==> config.mk <==
export PLATFORM = sky130hd
export DESIGN_NAME = rc4_core_scheduler_flat
export DESIGN_NICKNAME = d
export VERILOG_FILES = /design/src/rtl/rc4_core_scheduler_pkg.sv /design/src/rtl/rc4_core_scheduler_if.sv /design/src/rtl/rc4_core_scheduler_rr_arbiter.sv /design/src/rtl/rc4_core_scheduler.sv /design/src/flat_wrapper.sv
export SDC_FILE = /design/constraint.sdc
export NUM_CORES = 1
export LEC_CHECK = 0
export ABC_AREA = 1
export CORE_MARGIN = 10
export CORE_UTILIZATION = 40
export CTS_BUF_LIST = sky130_fd_sc_hd__clkbuf_2
export CTS_CLUSTER_DIAMETER = 30
export DETAILED_ROUTE_END_ITERATION = 12
export GPL_TIMING_DRIVEN = 0
export PLACE_DENSITY = 0.79
export SYNTH_ARGS = -nofsm -noshare
export SYNTH_HDL_FRONTEND = slang
export SYNTH_SLANG_ARGS = --single-unit
export TNS_END_PERCENT = 100
==> constraint.sdc <==
create_clock -name clk -period 2.1 [get_ports clk]
set_input_delay 0.42 -clock clk [delete_from_list [all_inputs] [get_ports clk]]
set_output_delay 0.42 -clock clk [all_outputs]
set_load 0.005 [all_outputs]
==> src/rtl/rc4_core_scheduler_pkg.sv <==
// Shared types for the RC4 key-space scheduler: FSM states and key width.
package rc4_sched_pkg;

  localparam int KEY_W = 24;

  typedef logic [KEY_W-1:0] key_t;

  typedef enum logic [2:0] {
    IDLE,
    DISPATCH,
    DRAIN,
    FOUND,
    NO_SOL
  } state_t;

endpackage

==> src/rtl/rc4_core_scheduler_if.sv <==
// Scheduler <-> core-array bundle: requests, status and hits in; grants and chunk bounds out.
interface rc4_core_scheduler_if #(
  parameter int NUM_CORES = 4
);
  import rc4_sched_pkg::*;

  logic [NUM_CORES-1:0]       core_req;
  logic [NUM_CORES-1:0]       core_busy;
  logic [NUM_CORES-1:0]       core_found;
  logic [NUM_CORES*KEY_W-1:0] core_key;
  logic [NUM_CORES-1:0]       core_grant;
  key_t                       chunk_first;
  key_t                       chunk_last;

  modport master (
    input  core_req,
    input  core_busy,
    input  core_found,
    input  core_key,
    output core_grant,
    output chunk_first,
    output chunk_last
  );

  modport slave (
    output core_req,
    output core_busy,
    output core_found,
    output core_key,
    input  core_grant,
    input  chunk_first,
    input  chunk_last
  );

endinterface

==> src/rtl/rc4_core_scheduler_rr_arbiter.sv <==
// Round-robin arbiter: search starts at the index after i_last, masked requests skipped.
module rr_arbiter #(
  parameter int N  = 4,
  parameter int IW = $clog2(N)
) (
  input  logic [N-1:0]  i_req,
  input  logic [N-1:0]  i_mask,
  input  logic [IW-1:0] i_last,
  output logic [N-1:0]  o_gnt,
  output logic [IW-1:0] o_idx,
  output logic          o_valid
);

  logic [N-1:0] w_elig;

  assign w_elig = i_req & ~i_mask;

  // Two ascending passes (above the pointer, then wrap) keep every select index constant.
  always_comb begin
    o_gnt   = '0;
    o_idx   = '0;
    o_valid = 1'b0;
    for (int unsigned i = 0; i < N; i++) begin
      if (!o_valid && w_elig[i] && (i > 32'(i_last))) begin
        o_valid  = 1'b1;
        o_gnt[i] = 1'b1;
        o_idx    = IW'(i);
      end
    end
    for (int unsigned i = 0; i < N; i++) begin
      if (!o_valid && w_elig[i] && (i <= 32'(i_last))) begin
        o_valid  = 1'b1;
        o_gnt[i] = 1'b1;
        o_idx    = IW'(i);
      end
    end
  end

endmodule

==> src/rtl/rc4_core_scheduler.sv <==
// RC4 key-space scheduler: hands out key chunks round-robin, latches the first hit, flags exhaustion.
// Optional RC4_SCHED_PERF_EN adds saturating grant/busy-cycle counters.
module rc4_core_scheduler
  import rc4_sched_pkg::*;
#(
  parameter int   NUM_CORES  = 4,
  parameter int   CHUNK_LOG2 = 12,
  parameter key_t KEY_START  = 24'h000000,
  parameter key_t KEY_END    = 24'h3FFFFF
) (
  input  logic                         clk,
  input  logic                         reset,
  input  logic                         start,
  rc4_core_scheduler_if.master         cif,
  output logic                         stop_all,
  output logic                         found,
  output key_t                         found_key,
  output logic [$clog2(NUM_CORES)-1:0] found_core,
  output logic                         no_sol,
  output logic                         busy
`ifdef RC4_SCHED_PERF_EN
  ,
  output logic [15:0]                  perf_chunks,
  output logic [31:0]                  perf_cycles
`endif
);

  localparam int IW = $clog2(NUM_CORES);
  localparam logic [KEY_W:0] ONE_X   = (KEY_W+1)'(1);
  localparam logic [KEY_W:0] CHUNK_X = ONE_X << CHUNK_LOG2;
  localparam logic [KEY_W:0] END_X   = {1'b0, KEY_END};

  state_t                 r_state;
  state_t                 w_state_nxt;
  logic [KEY_W:0]         r_next_key;
  logic [NUM_CORES-1:0]   r_grant;
  key_t                   r_chunk_first;
  key_t                   r_chunk_last;
  logic [IW-1:0]          r_last_idx;
  key_t                   r_found_key;
  logic [IW-1:0]          r_found_core;

  logic                   w_hit;
  logic [IW-1:0]          w_hit_idx;
  key_t                   w_hit_key;
  logic                   w_searching;
  logic                   w_exhausted;
  logic [NUM_CORES-1:0]   w_arb_gnt;
  logic [IW-1:0]          w_arb_idx;
  logic                   w_arb_valid;
  logic                   w_do_grant;
  logic [KEY_W:0]         w_chunk_end;
  key_t                   w_chunk_last;

  rr_arbiter #(
    .N  (NUM_CORES),
    .IW (IW)
  ) u_arb (
    .i_req   (cif.core_req),
    .i_mask  (r_grant),
    .i_last  (r_last_idx),
    .o_gnt   (w_arb_gnt),
    .o_idx   (w_arb_idx),
    .o_valid (w_arb_valid)
  );

  // Lowest-index core wins when several hits arrive in the same cycle.
  always_comb begin
    w_hit     = 1'b0;
    w_hit_idx = '0;
    w_hit_key = '0;
    for (int unsigned i = 0; i < NUM_CORES; i++) begin
      if (!w_hit && cif.core_found[i]) begin
        w_hit     = 1'b1;
        w_hit_idx = IW'(i);
        w_hit_key = cif.core_key[i*KEY_W +: KEY_W];
      end
    end
  end

  // 25-bit key arithmetic so a chunk ending at FFFFFF carries out instead of wrapping.
  assign w_searching  = (r_state == DISPATCH) || (r_state == DRAIN);
  assign w_exhausted  = (r_next_key > END_X);
  assign w_chunk_end  = r_next_key + CHUNK_X - ONE_X;
  assign w_chunk_last = (w_chunk_end > END_X) ? KEY_END : w_chunk_end[KEY_W-1:0];
  assign w_do_grant   = (r_state == DISPATCH) && !w_hit && !w_exhausted && w_arb_valid;

  always_comb begin
    w_state_nxt = r_state;
    case (r_state)
      IDLE: begin
        if (start) w_state_nxt = DISPATCH;
      end
      DISPATCH: begin
        if (w_hit)            w_state_nxt = FOUND;
        else if (w_exhausted) w_state_nxt = DRAIN;
      end
      DRAIN: begin
        if (w_hit) w_state_nxt = FOUND;
        else if ((cif.core_busy == '0) && (r_grant == '0)) w_state_nxt = NO_SOL;
      end
      default: w_state_nxt = r_state;
    endcase
  end

  always_ff @(posedge clk or posedge reset) begin
    if (reset) begin
      r_state       <= IDLE;
      r_next_key    <= {1'b0, KEY_START};
      r_grant       <= '0;
      r_chunk_first <= '0;
      r_chunk_last  <= '0;
      r_last_idx    <= IW'(NUM_CORES - 1);
      r_found_key   <= '0;
      r_found_core  <= '0;
    end else begin
      r_state <= w_state_nxt;
      r_grant <= '0;
      if (w_do_grant) begin
        r_grant       <= w_arb_gnt;
        r_chunk_first <= r_next_key[KEY_W-1:0];
        r_chunk_last  <= w_chunk_last;
        r_last_idx    <= w_arb_idx;
        r_next_key    <= r_next_key + CHUNK_X;
      end
      if (w_hit && w_searching) begin
        r_found_key  <= w_hit_key;
        r_found_core <= w_hit_idx;
      end
    end
  end

  assign cif.core_grant  = r_grant;
  assign cif.chunk_first = r_chunk_first;
  assign cif.chunk_last  = r_chunk_last;
  assign found           = (r_state == FOUND);
  assign no_sol          = (r_state == NO_SOL);
  assign stop_all        = found || no_sol;
  assign busy            = w_searching;
  assign found_key       = r_found_key;
  assign found_core      = r_found_core;

`ifdef RC4_SCHED_PERF_EN
  logic [15:0] r_perf_chunks;
  logic [31:0] r_perf_cycles;

  always_ff @(posedge clk or posedge reset) begin
    if (reset) begin
      r_perf_chunks <= '0;
      r_perf_cycles <= '0;
    end else begin
      if (w_do_grant && (r_perf_chunks != '1)) r_perf_chunks <= r_perf_chunks + 16'd1;
      if (w_searching && (r_perf_cycles != '1)) r_perf_cycles <= r_perf_cycles + 32'd1;
    end
  end

  assign perf_chunks = r_perf_chunks;
  assign perf_cycles = r_perf_cycles;
`else
  // Counters absent in this build.
`endif

endmodule

==> src/flat_wrapper.sv <==
// flat-port wrapper written by rule: the top's interface ports become plain ports
module rc4_core_scheduler_flat import rc4_sched_pkg::*;
#(
  parameter int   NUM_CORES  = 4,
  parameter int   CHUNK_LOG2 = 12,
  parameter key_t KEY_START  = 24'h000000,
  parameter key_t KEY_END    = 24'h3FFFFF
)
  (clk, reset, start, stop_all, found, found_key, found_core, no_sol, busy, cif_core_req, cif_core_busy, cif_core_found, cif_core_key, cif_core_grant, cif_chunk_first, cif_chunk_last);
  rc4_core_scheduler_if #(.NUM_CORES(NUM_CORES)) cif_i ();
  input  logic clk;
  input  logic reset;
  input  logic start;
  output logic stop_all;
  output logic found;
  output key_t found_key;
  output logic [$clog2(NUM_CORES)-1:0] found_core;
  output logic no_sol;
  output logic busy;
  input wire logic [$bits(cif_i.core_req)-1:0] cif_core_req;
  input wire logic [$bits(cif_i.core_busy)-1:0] cif_core_busy;
  input wire logic [$bits(cif_i.core_found)-1:0] cif_core_found;
  input wire logic [$bits(cif_i.core_key)-1:0] cif_core_key;
  output wire logic [$bits(cif_i.core_grant)-1:0] cif_core_grant;
  output wire logic [$bits(cif_i.chunk_first)-1:0] cif_chunk_first;
  output wire logic [$bits(cif_i.chunk_last)-1:0] cif_chunk_last;
  assign cif_i.core_req = cif_core_req;
  assign cif_i.core_busy = cif_core_busy;
  assign cif_i.core_found = cif_core_found;
  assign cif_i.core_key = cif_core_key;
  assign cif_core_grant = cif_i.core_grant;
  assign cif_chunk_first = cif_i.chunk_first;
  assign cif_chunk_last = cif_i.chunk_last;
  rc4_core_scheduler #(.NUM_CORES(NUM_CORES), .CHUNK_LOG2(CHUNK_LOG2), .KEY_START(KEY_START), .KEY_END(KEY_END)) u_core (.clk(clk), .reset(reset), .start(start), .cif(cif_i), .stop_all(stop_all), .found(found), .found_key(found_key), .found_core(found_core), .no_sol(no_sol), .busy(busy));
endmodule
Word level (Yosys, flattened, before mapping)
Cells that the tools add are included.
Word-level totals
  memories: 0
  memory bits (writable): 0
  input port bits: 111
  latch bits: 0
  flip-flop bits (word level): 108
  logic and storage cells: 104
  output and inout bits: 82
  ROM bits: 0
Operators by class
  multiplexer cells: 39
  shifts and indexed selects: 0
  multiply operators: 0
  reductions and logical operators: 38
  div/mod/pow operators: 0
  bitwise logic cells: 2
  $add $sub $neg: 2
  equality and inequality tests: 7
  $lt $le $gt $ge: 8
Operator list (count)
  $mux 24: 5
  $gt 25x22->1 const B: 2
  $add 25x13->25 const B: 1
  $sub 25x1->25 const B: 1
  $logic_and 1x1->1: 20
  $mux 1: 19
  $mux 2: 8
  $mux 3: 5
  $logic_not 1->1: 11
  $pmux 3 s3: 1
  $logic_not 4->1: 2
  $eq 3x2->1 const B: 2
  $and 4x4->4: 1
  $gt 2x2->1 const A: 2
  $le 2x2->1 const A: 2
  $mux 4: 1
  $not 4->4: 1
  $reduce_and 4->1: 1
  $eq 3x1->1 const B: 1
  $eq 3x3->1 const B: 1
  $logic_not 3->1: 1
  $ne 3x1->1 const B: 1
  $ne 3x2->1 const B: 1
  $reduce_bool 3->1: 1
  4 further kinds: 5

Depth between registers and ports, before layout
Gate-level depths: netlist of the first run.
  depth after elaboration: 29
  depth in mapped cells: 17
  mapped depth without buffers: 16

Hierarchy
Synthesis of the first run repeated with hierarchy kept, for this count alone.
Second synthesis, totals
  cells, all modules: 607
  area, all modules: 4483.0 µm²
Modules (own cells, without submodules)
  rc4_core_scheduler: sequential area each 1829.3 µm², cells each 572, area an instance 4267.8 µm², times used 1
  rr_arbiter: sequential area each 0.0 µm², cells each 35, area an instance 215.2 µm², times used 1

Least setup slack after synthesis of the first run
Ideal clock, no wire load.
  path type: register to register
  from: reg u_core.r_next_key[12]
  to: reg u_core.r_chunk_last[13] (netlist: u_core.cif.chunk_last[13])
  path buffers: 0
  setup slack: 0.051 ns
  setup time: 0.117 ns
  data arrival time: 1.932 ns
  period minus slack after synthesis: 2.049 ns
  stages on the path, launching flop included: 17
  required time: 1.983 ns
  cell sequence: dfrtp_1 > ha_1 > nand2_1 > nor2_4 > nand2_1 > nand2_1 > nand2_1 > inv_2 > nand2_4 > nor2_4 > nand3_2 > nand2_2 > nand2_4 > nor2_8 > nand4_1 > nand2_1 > nand2_1
Between the ends
  longest elaborated chain between the ends: 4
  elaborated cells on any way between the ends: 8
  classes of those cells: add/sub: 2; order compare: 2; mux: 1; reduce/logical: 3
Ends and longest elaborated chain
  from (decl): line rc4_core_scheduler.sv:35  | logic [KEY_W:0] r_next_key;
  from (signal assigned): line rc4_core_scheduler.sv:109  | r_next_key <= {1'b0, KEY_START};
  from (signal assigned): line rc4_core_scheduler.sv:124  | r_next_key <= r_next_key + CHUNK_X;
  $add 25x13->25 / $gt 25x22->1 (equally long branches): line rc4_core_scheduler.sv:84, rc4_core_scheduler.sv:83
  $sub 25x1->25 / $logic_not 1->1 (equally long branches): line rc4_core_scheduler.sv:84, rc4_core_scheduler.sv:86
  $gt 25x22->1 / $logic_and 1x1->1 (equally long branches): line rc4_core_scheduler.sv:85, rc4_core_scheduler.sv:86
  $mux 24 / $logic_and 1x1->1 (equally long branches): line rc4_core_scheduler.sv:85, rc4_core_scheduler.sv:86
  to (signal assigned): line rc4_core_scheduler.sv:122  | r_chunk_last <= w_chunk_last;
  to (decl): line rc4_core_scheduler.sv:38  | key_t r_chunk_last;
Parallel ways exist; a longest one is shown, timed or not.
A chain may end at the register's enable or synchronous reset.

Final worst setup path of the first run
  from: reg u_core.r_next_key[12]
  to: reg u_core.r_chunk_last[16] (netlist: u_core.cif.chunk_last[16])
The elaborated chain is that of the path after synthesis.

==> qor.log, run 1 <==
INFO  global_routing largest_net_degree_at_the_start_of_global_routing=42
INFO  critical_path  critPathLaunchType=flop
INFO  placed_design  dpl.hpwl=13600µm
INFO  placed_design  place_congestion=0.902
INFO  cells_and_area fin_cells=989
INFO  placed_design  dp_worst_setup_slack=-529ps
INFO  timing         final.period_utilization=1.05
INFO  placed_design  port_buffers=178
INFO  placed_design  post-place-cells=942
INFO  die            initial_util=0.405
INFO  clock_network  number_of_buffers_inserted_by_hold_repair_at_cts=0
INFO  die            die-width=127µm
INFO  detailed_routing detailroute.via_count=5150
INFO  logic_synthesis post_synthesis_mean_instance_area=7.57µm²
INFO  critical_path  r2r_start=u_core.r_next_key[12]$_DFFE_PP0P_
INFO  logic_synthesis synth.yosys.seq_area_share=0.397
INFO  critical_path  critical_path.max_fanout=5
INFO  timing         timing.clock.skew=32.2ps
INFO  timing         tightest_slew=792ps
INFO  timing         period_minus_slack=2200ps
INFO  power          power.density_cell_area=383nW/µm²
INFO  min_path       whs_path_depth=3
INFO  cells_and_area fin_util=0.632
INFO  clock_network  numCtsBuffers=9
INFO  cells_and_area layout.cells.most_common=clkdlybuf4s50_1
INFO  min_path       min_from=cif_core_found[0]
INFO  clock_network  ctsHtreeMaxLevel=3
INFO  min_path       hold_end=u_core.found_key[17]$_DFFE_PP0P_
INFO  global_routing number_of_antenna_violations_at_the_first_check_in_global_routing=1
INFO  global_routing gr_util_all_layers=0.211
INFO  timing         timing_hold_violations_final=0
INFO  timing         fmax=455MHz
INFO  clock_network  cts_tree=done
INFO  detailed_routing drtPass1Iterations=5
INFO  global_routing first_global_vias=5033
INFO  critical_path  worst-endpoint-required=2540ps
INFO  run            max-cap-violations=0
INFO  cells_and_area fill_cells=961
INFO  critical_path  arrival_time_worst_endpoint=2640ps
INFO  logic_synthesis yosysUniqueCellTypes=45
INFO  timing         final_max_slew_viol_count=0
INFO  die            die_height=127µm
INFO  global_routing overflow=0
INFO  logic_synthesis post_synth_instance_area=4610µm²
INFO  clock_network  cts_root_buffer=clkbuf_2
INFO  clock_network  max-clock-path-buffers=2
INFO  logic_synthesis syn_inst=609
INFO  critical_path  timing.setup.critical_path_class=flop to flop
INFO  detailed_routing routed_via_density=5.21
INFO  cells_and_area synth_to_final_area_change=55.8%
INFO  cells_and_area most_used_cells_in_the_layout_excluding_fill_and_tap_cells=clkdlybuf4s50_1, nand2_1, dfrtp_1
INFO  detailed_routing drtIter0Drc=542
INFO  timing         rsz0062_at_grt=yes
INFO  die            design.core.area=11400µm²
INFO  clock_network  clk_transition_reported_paths=250ps
INFO  status         status=finished with violations
INFO  detailed_routing routed_len_inst=18.3µm
INFO  min_path       timing.hold.worst.class=input port to flop
INFO  logic_synthesis synth.ff_latch_count=73
INFO  power          vdd_ir_drop_max=0.259mV
INFO  critical_path  timing.reg2reg.worst_path_depth=14
INFO  global_routing grt_pass1_wl=27500µm
INFO  cells_and_area fraction_of_final_layout_cells_with_drive_strength_greater_than_1=0.228
INFO  detailed_routing post-route-drc-count=0
INFO  die            io_count=193
INFO  logic_synthesis synth-warning-count=0
INFO  power          power=2.75mW
INFO  power          p_leak=3.24nW
INFO  logic_synthesis synthArstFlopShare=1.00
INFO  critical_path  r2r-end=u_core.cif.chunk_last[16]$_DFFE_PP0P_
INFO  die            total_die_area=16200µm²
INFO  logic_synthesis count_of_flip_flops_with_a_built_in_enable_after_synthesis=0
INFO  timing         timing.final.setup_violations=6
INFO  detailed_routing drtAntennaViolNets=0
INFO  timing         max_slew_margin=0.471
INFO  die            number_of_placement_rows=39
INFO  critical_path  worstSetupEndpointType=flop
INFO  timing         finalSetupTns=-258ps
INFO  cells_and_area final_net_count=953
INFO  timing         final_critical_path_setup_slack=-99.7ps
INFO  clock_network  clk_latency=540ps
INFO  critical_path  worst_setup_path_startpoint=u_core.r_next_key[12]$_DFFE_PP0P_
INFO  detailed_routing wl=18100µm
INFO  critical_path  timing.reg2reg.setup_slack=-100ps
INFO  clock_network  numClockSinks=73
INFO  logic_synthesis synth_flop_cell=dfrtp_1
INFO  status         violated_checks=negative setup slack
[through the flow]
stage / hold WS (ps) / instance area, µm²
3_5_place_dp: 465 / 6640
6_report: 186 / 7180
5_1_grt: 192 / 7180
4_1_cts: 163 / 6910
2_1_floorplan: 471 / 4650
3_3_place_gp: 466 / 6620
[repair_timing]
item / in CTS / in global routing
endpoints found under the setup margin: 40 / 53
gates resized for setup: 37 / 59
buffers inserted: 13 / 13
cloned: 2 / 2
pin swaps: 14 / 28
[cells by family after synthesis]
kind of cell,share of synthesized area
and+or+nand+nor,0.359
buffers and inverters,0.108
AOI/OAI and AO/OA,0.117
DFF,0.397
xor gates and xnor gates,0.0133
adders and majority gates,0.00543
other,0.000814
[synth_stat cells, types with 11 or more instances]
master	count	area, µm²
a21oi_1	29	145
a41oi_1	25	219
buf_4	24	180
clkbuf_1	15	56.3
dfrtp_1	71	1780
inv_1	43	161
inv_2	11	41.3
nand2_1	162	608
nand2_2	19	119
nand3_1	39	195
nand4_1	13	81.3
nor2_1	62	233
o21ai_0	21	105
[where the power goes]
group          switching, mW  internal [mW]
clock                  0.548          0.272
sequential            0.0133           1.42
combinational          0.218          0.278
[state kept, by name, indices dropped and copies added, names as in the netlist]
name	count
u_core.found_key	24
u_core.cif.chunk_last	13
u_core.r_next_key	13
u_core.cif.chunk_first	12
u_core.cif.core_grant	4
u_core.r_state	3
u_core.found_core	2
u_core.r_last_idx	2
[worst max-delay path, stage by stage, from the launching register on]
cell and delay [ps]:
dfrtp_2 490, ha_4 210, nand2_4 80, nor2_4 130, nand2_1 80, nand2_2 100
nand2_1 70, nor3_2 210, nand3_2 110, nand2_2 100, nand2_4 90, nor2_4 180
nand4_1 130, nand2_1 90, nand2_1 60
[layer usage]
| layer | global-route usage | wire, µm | vias up |
|---|---|---|---|
| met5 | 0 | 0 | - |
| met4 | 0.101 | 690 | 0 |
| met3 | 0.0393 | 1130 | 44 |
| met2 | 0.359 | 9300 | 191 |
| met1 | 0.251 | 6950 | 2479 |
| li1 | - | - | 2436 |
[worst max-delay path by stage]
stage,slack [ps],to
3_5_place_dp,-530,u_core.found_key[4]$_DFFE_PP0P_
4_1_cts,0.7,u_core.cif.chunk_last[15]$_DFFE_PP0P_
6_report,-100,u_core.cif.chunk_last[16]$_DFFE_PP0P_
3_3_place_gp,-510,u_core.found_key[6]$_DFFE_PP0P_
5_1_grt,-210,u_core.cif.chunk_last[16]$_DFFE_PP0P_
2_1_floorplan,50,u_core.cif.chunk_last[13]$_DFFE_PP0P_
[layout make-up]
class,count,area [µm²],share of cell area
Inverter,57,233,0.0324
Multi-Input combinational cell,446,2560,0.357
Antenna cell,1,2.50,0.000348
Tap cell,143,179,0.0249
Sequential cell,73,1830,0.255
Clock buffer,10,50.0,0.00697
Timing Repair Buffer,206,1970,0.274
Clock inverter,6,58.8,0.00819
Buffer,47,295,0.0411
(Power assumes the default switching activity.)
==> run 2: changes to the inputs <==
Settings changed: CTS_CLUSTER_SIZE set to 14.
==> results of run 2 <==
Same layout as run 1: the final DEF is identical, and so are final timing and power.
==> run 3: changes to the inputs <==
Settings changed: GPL_TIMING_DRIVEN 0 to 1.
==> run 3 against run 2 <==
Compared with the run above: the flow still finishes with violations (negative setup slack); sequential power about the same; non-clock buffer count down 14; clock skew up 6.4 ps; power up 0.75%; global-route usage down 0.76 points; clock-buffer cell count down 1; first-iteration DRC count up 1.7%; combinational power up 0.8%; final area up 0.35%; largest cell class unchanged; highest routed layer unchanged.
==> qor.log, run 3 (synthesis results as in run 1) <==
INFO  cells_and_area final_net_count=939
INFO  cells_and_area largest_reg_flops=24
INFO  power          power=2.77mW
INFO  status         violated_checks=negative setup slack
INFO  clock_network  max-clock-path-buffers=2
INFO  timing         period_minus_slack=2200ps
INFO  global_routing first_global_vias=5068
INFO  critical_path  cp_slowest_cell=dfrtp_2
INFO  power          p_leak=3.35nW
INFO  critical_path  crit_chain=ha_4 -> buf_6 -> inv_2 -> nand2_2 -> nand2_2 -> nor2_4 -> nand2_1 -> nand2_1 -> nor2_1 -> nand3_1 -> nand2_1 -> nor2_4 -> nand3_4 -> nand2_1 -> nor2_1 -> a21oi_1
INFO  cells_and_area synth_to_final_area_change=56.4%
INFO  timing         timing.final.setup_violations=10
INFO  critical_path  critical_path.max_fanout=5
INFO  global_routing gr_util_all_layers=0.203
INFO  detailed_routing drtAntennaViolNets=0
INFO  timing         timing.clock.skew=38.7ps
INFO  clock_network  number_of_buffers_inserted_by_hold_repair_at_cts=0
INFO  die            initial_util=0.405
INFO  power          internal_power=1.98mW
INFO  global_routing number_of_antenna_violations_at_the_first_check_in_global_routing=1
INFO  clock_network  cts_tree=done
INFO  timing         max_slew_margin=0.639
INFO  critical_path  timing.setup.critical_path_class=flop to flop
INFO  detailed_routing post-route-drc-count=0
INFO  detailed_routing routed_via_density=5.30
INFO  detailed_routing detailroute.via_count=5163
INFO  clock_network  numClockSinks=73
INFO  power          power.density_cell_area=384nW/µm²
INFO  die            io_count=193
INFO  power          switching_share=0.287
INFO  placed_design  port_buffers=180
INFO  timing         hold_slack=263ps
INFO  power          pwr-share-comb=0.180
INFO  die            die-width=127µm
INFO  cells_and_area fraction_of_final_layout_cells_with_drive_strength_greater_than_1=0.215
INFO  die            design.core.area=11400µm²
INFO  detailed_routing wl=17300µm
INFO  critical_path  path_common_cell=nand2_1
INFO  cells_and_area most_used_cells_in_the_layout_excluding_fill_and_tap_cells=clkdlybuf4s50_1, nand2_1, dfrtp_1
INFO  power          clockPowerShare=0.302
INFO  status         status=finished with violations
INFO  critical_path  worst-endpoint-required=2620ps
INFO  timing         final_max_slew_viol_count=0
INFO  timing         final_critical_path_setup_slack=-105ps
INFO  run            max-cap-violations=0
INFO  critical_path  critical-path-max-stage-delay=510ps
INFO  clock_network  cts_root_buffer=clkbuf_2
INFO  cells_and_area design_area=7210µm²
INFO  min_path       timing.hold.worst.class=input port to asynchronous set/reset pin
INFO  die            number_of_placement_rows=39
INFO  clock_network  clk_latency=580ps
INFO  cells_and_area fin_cells=975
INFO  timing         tightest_slew=540ps
INFO  power          sw_power=0.794mW
INFO  placed_design  post-place-cells=939
INFO  power          vdd_ir_drop_max=0.242mV
INFO  critical_path  arrival_time_worst_endpoint=2730ps
INFO  detailed_routing drtPass1Iterations=5
INFO  timing         final.period_utilization=1.05
INFO  placed_design  place_congestion=0.897
INFO  placed_design  dpl_cell_area=6720µm²
INFO  power          part_of_the_power_in_registers=0.518
INFO  die            total_die_area=16200µm²
INFO  timing         fmax=454MHz
INFO  cells_and_area layout.cells.most_common=clkdlybuf4s50_1
INFO  critical_path  critPathLaunchType=flop
INFO  detailed_routing drtIter0Drc=551
INFO  critical_path  worstSetupEndpointType=flop
INFO  global_routing overflow=0
INFO  detailed_routing routed_len_inst=17.7µm
INFO  timing         rsz0062_at_grt=yes
INFO  clock_network  ctsHtreeMaxLevel=3
INFO  timing         timing_hold_violations_final=0
INFO  global_routing largest_net_degree_at_the_start_of_global_routing=74
INFO  placed_design  dpl.hpwl=12800µm
INFO  global_routing grt_pass1_wl=26800µm
INFO  clock_network  clk_transition_reported_paths=240ps
INFO  die            die_height=127µm
INFO  clock_network  numCtsBuffers=9
## run 3: timing repair
action	in CTS	in global routing
buffers inserted	14	3
setup endpoints to repair	26	56
gates resized for setup	50	28
pin swaps	20	17
cloned	2	1
hold endpoints to repair	0	0
## run 3: worst paths after layout
kind | startpoint | endpoint | slack [ps] | cells after the start
max | u_core.r_next_key[12]$_DFFE_PP0P_ | u_core.cif.chunk_last[12]$_DFFE_PP0P_ | -100 | 16
max in group asynchronous | reset | u_core.r_last_idx[1]$_DFFE_PP1P_ | 1460 | 3
min | reset | u_core.found_key[6]$_DFFE_PP0P_ | 260 | 3
min reg2reg | u_core.r_next_key[23]$_DFFE_PP0P_ | u_core.r_next_key[23]$_DFFE_PP0P_ | 470 | 0
min in group clk | cif_core_req[0] | u_core.cif.core_grant[0]$_DFF_PP0_ | 400 | 3
max reg2reg | u_core.r_next_key[12]$_DFFE_PP0P_ | u_core.cif.chunk_last[12]$_DFFE_PP0P_ | -100 | 16
## run 3: power by group through the flow
stage	Clock, mW	Sequential [mW]	Combinational, mW
2_1_floorplan	0	1.46	0.174
3_3_place_gp	0	1.46	0.458
3_5_place_dp	0	1.46	0.465
4_1_cts	0.859	1.44	0.488
5_1_grt	0.905	1.44	0.539
6_report	0.836	1.44	0.499
## run 3: metal layers
metal | share of wire | track usage | wire (µm) | vias up
met1 | 0.38 | 0.236 | 6560 | 2470
met3 | 0.077 | 0.0509 | 1330 | 47
li1 | - | - | - | 2412
met4 | 0.031 | 0.0743 | 530 | 0
met2 | 0.51 | 0.354 | 8830 | 234
met5 | 0 | 0 | 0 | -
## run 3: worst max-delay path, delay by kind of cell, from the launching register on
family | cells | cell delay, ps
and+or+nand+nor | 12 | 1110
DFF | 1 | 510
buffers and inverters | 2 | 160
adders and majority gates | 1 | 220
AOI/OAI and AO/OA | 1 | 140
## run 3: per-stage QoR
step,utilization,setup WS [ps],setup TNS (ps)
floorplan,-,51.4,0
global placement,0.591,-166,-4930
detailed placement,0.591,-269,-9450
CTS,0.624,-2.92,-2.92
global route,0.634,-271,-2420
finish,0.634,-105,-751
## run 3: final cells by class
class | count | area (µm²)
antenna | 1 | 2.50
clock inverter | 7 | 71.3
fill | 925 | 4160
clock buffer | 9 | 45.0
timing repair buffer | 239 | 2310
sequential | 73 | 1830
tap | 143 | 179
multi-input combinational | 446 | 2530
inverter | 57 | 231
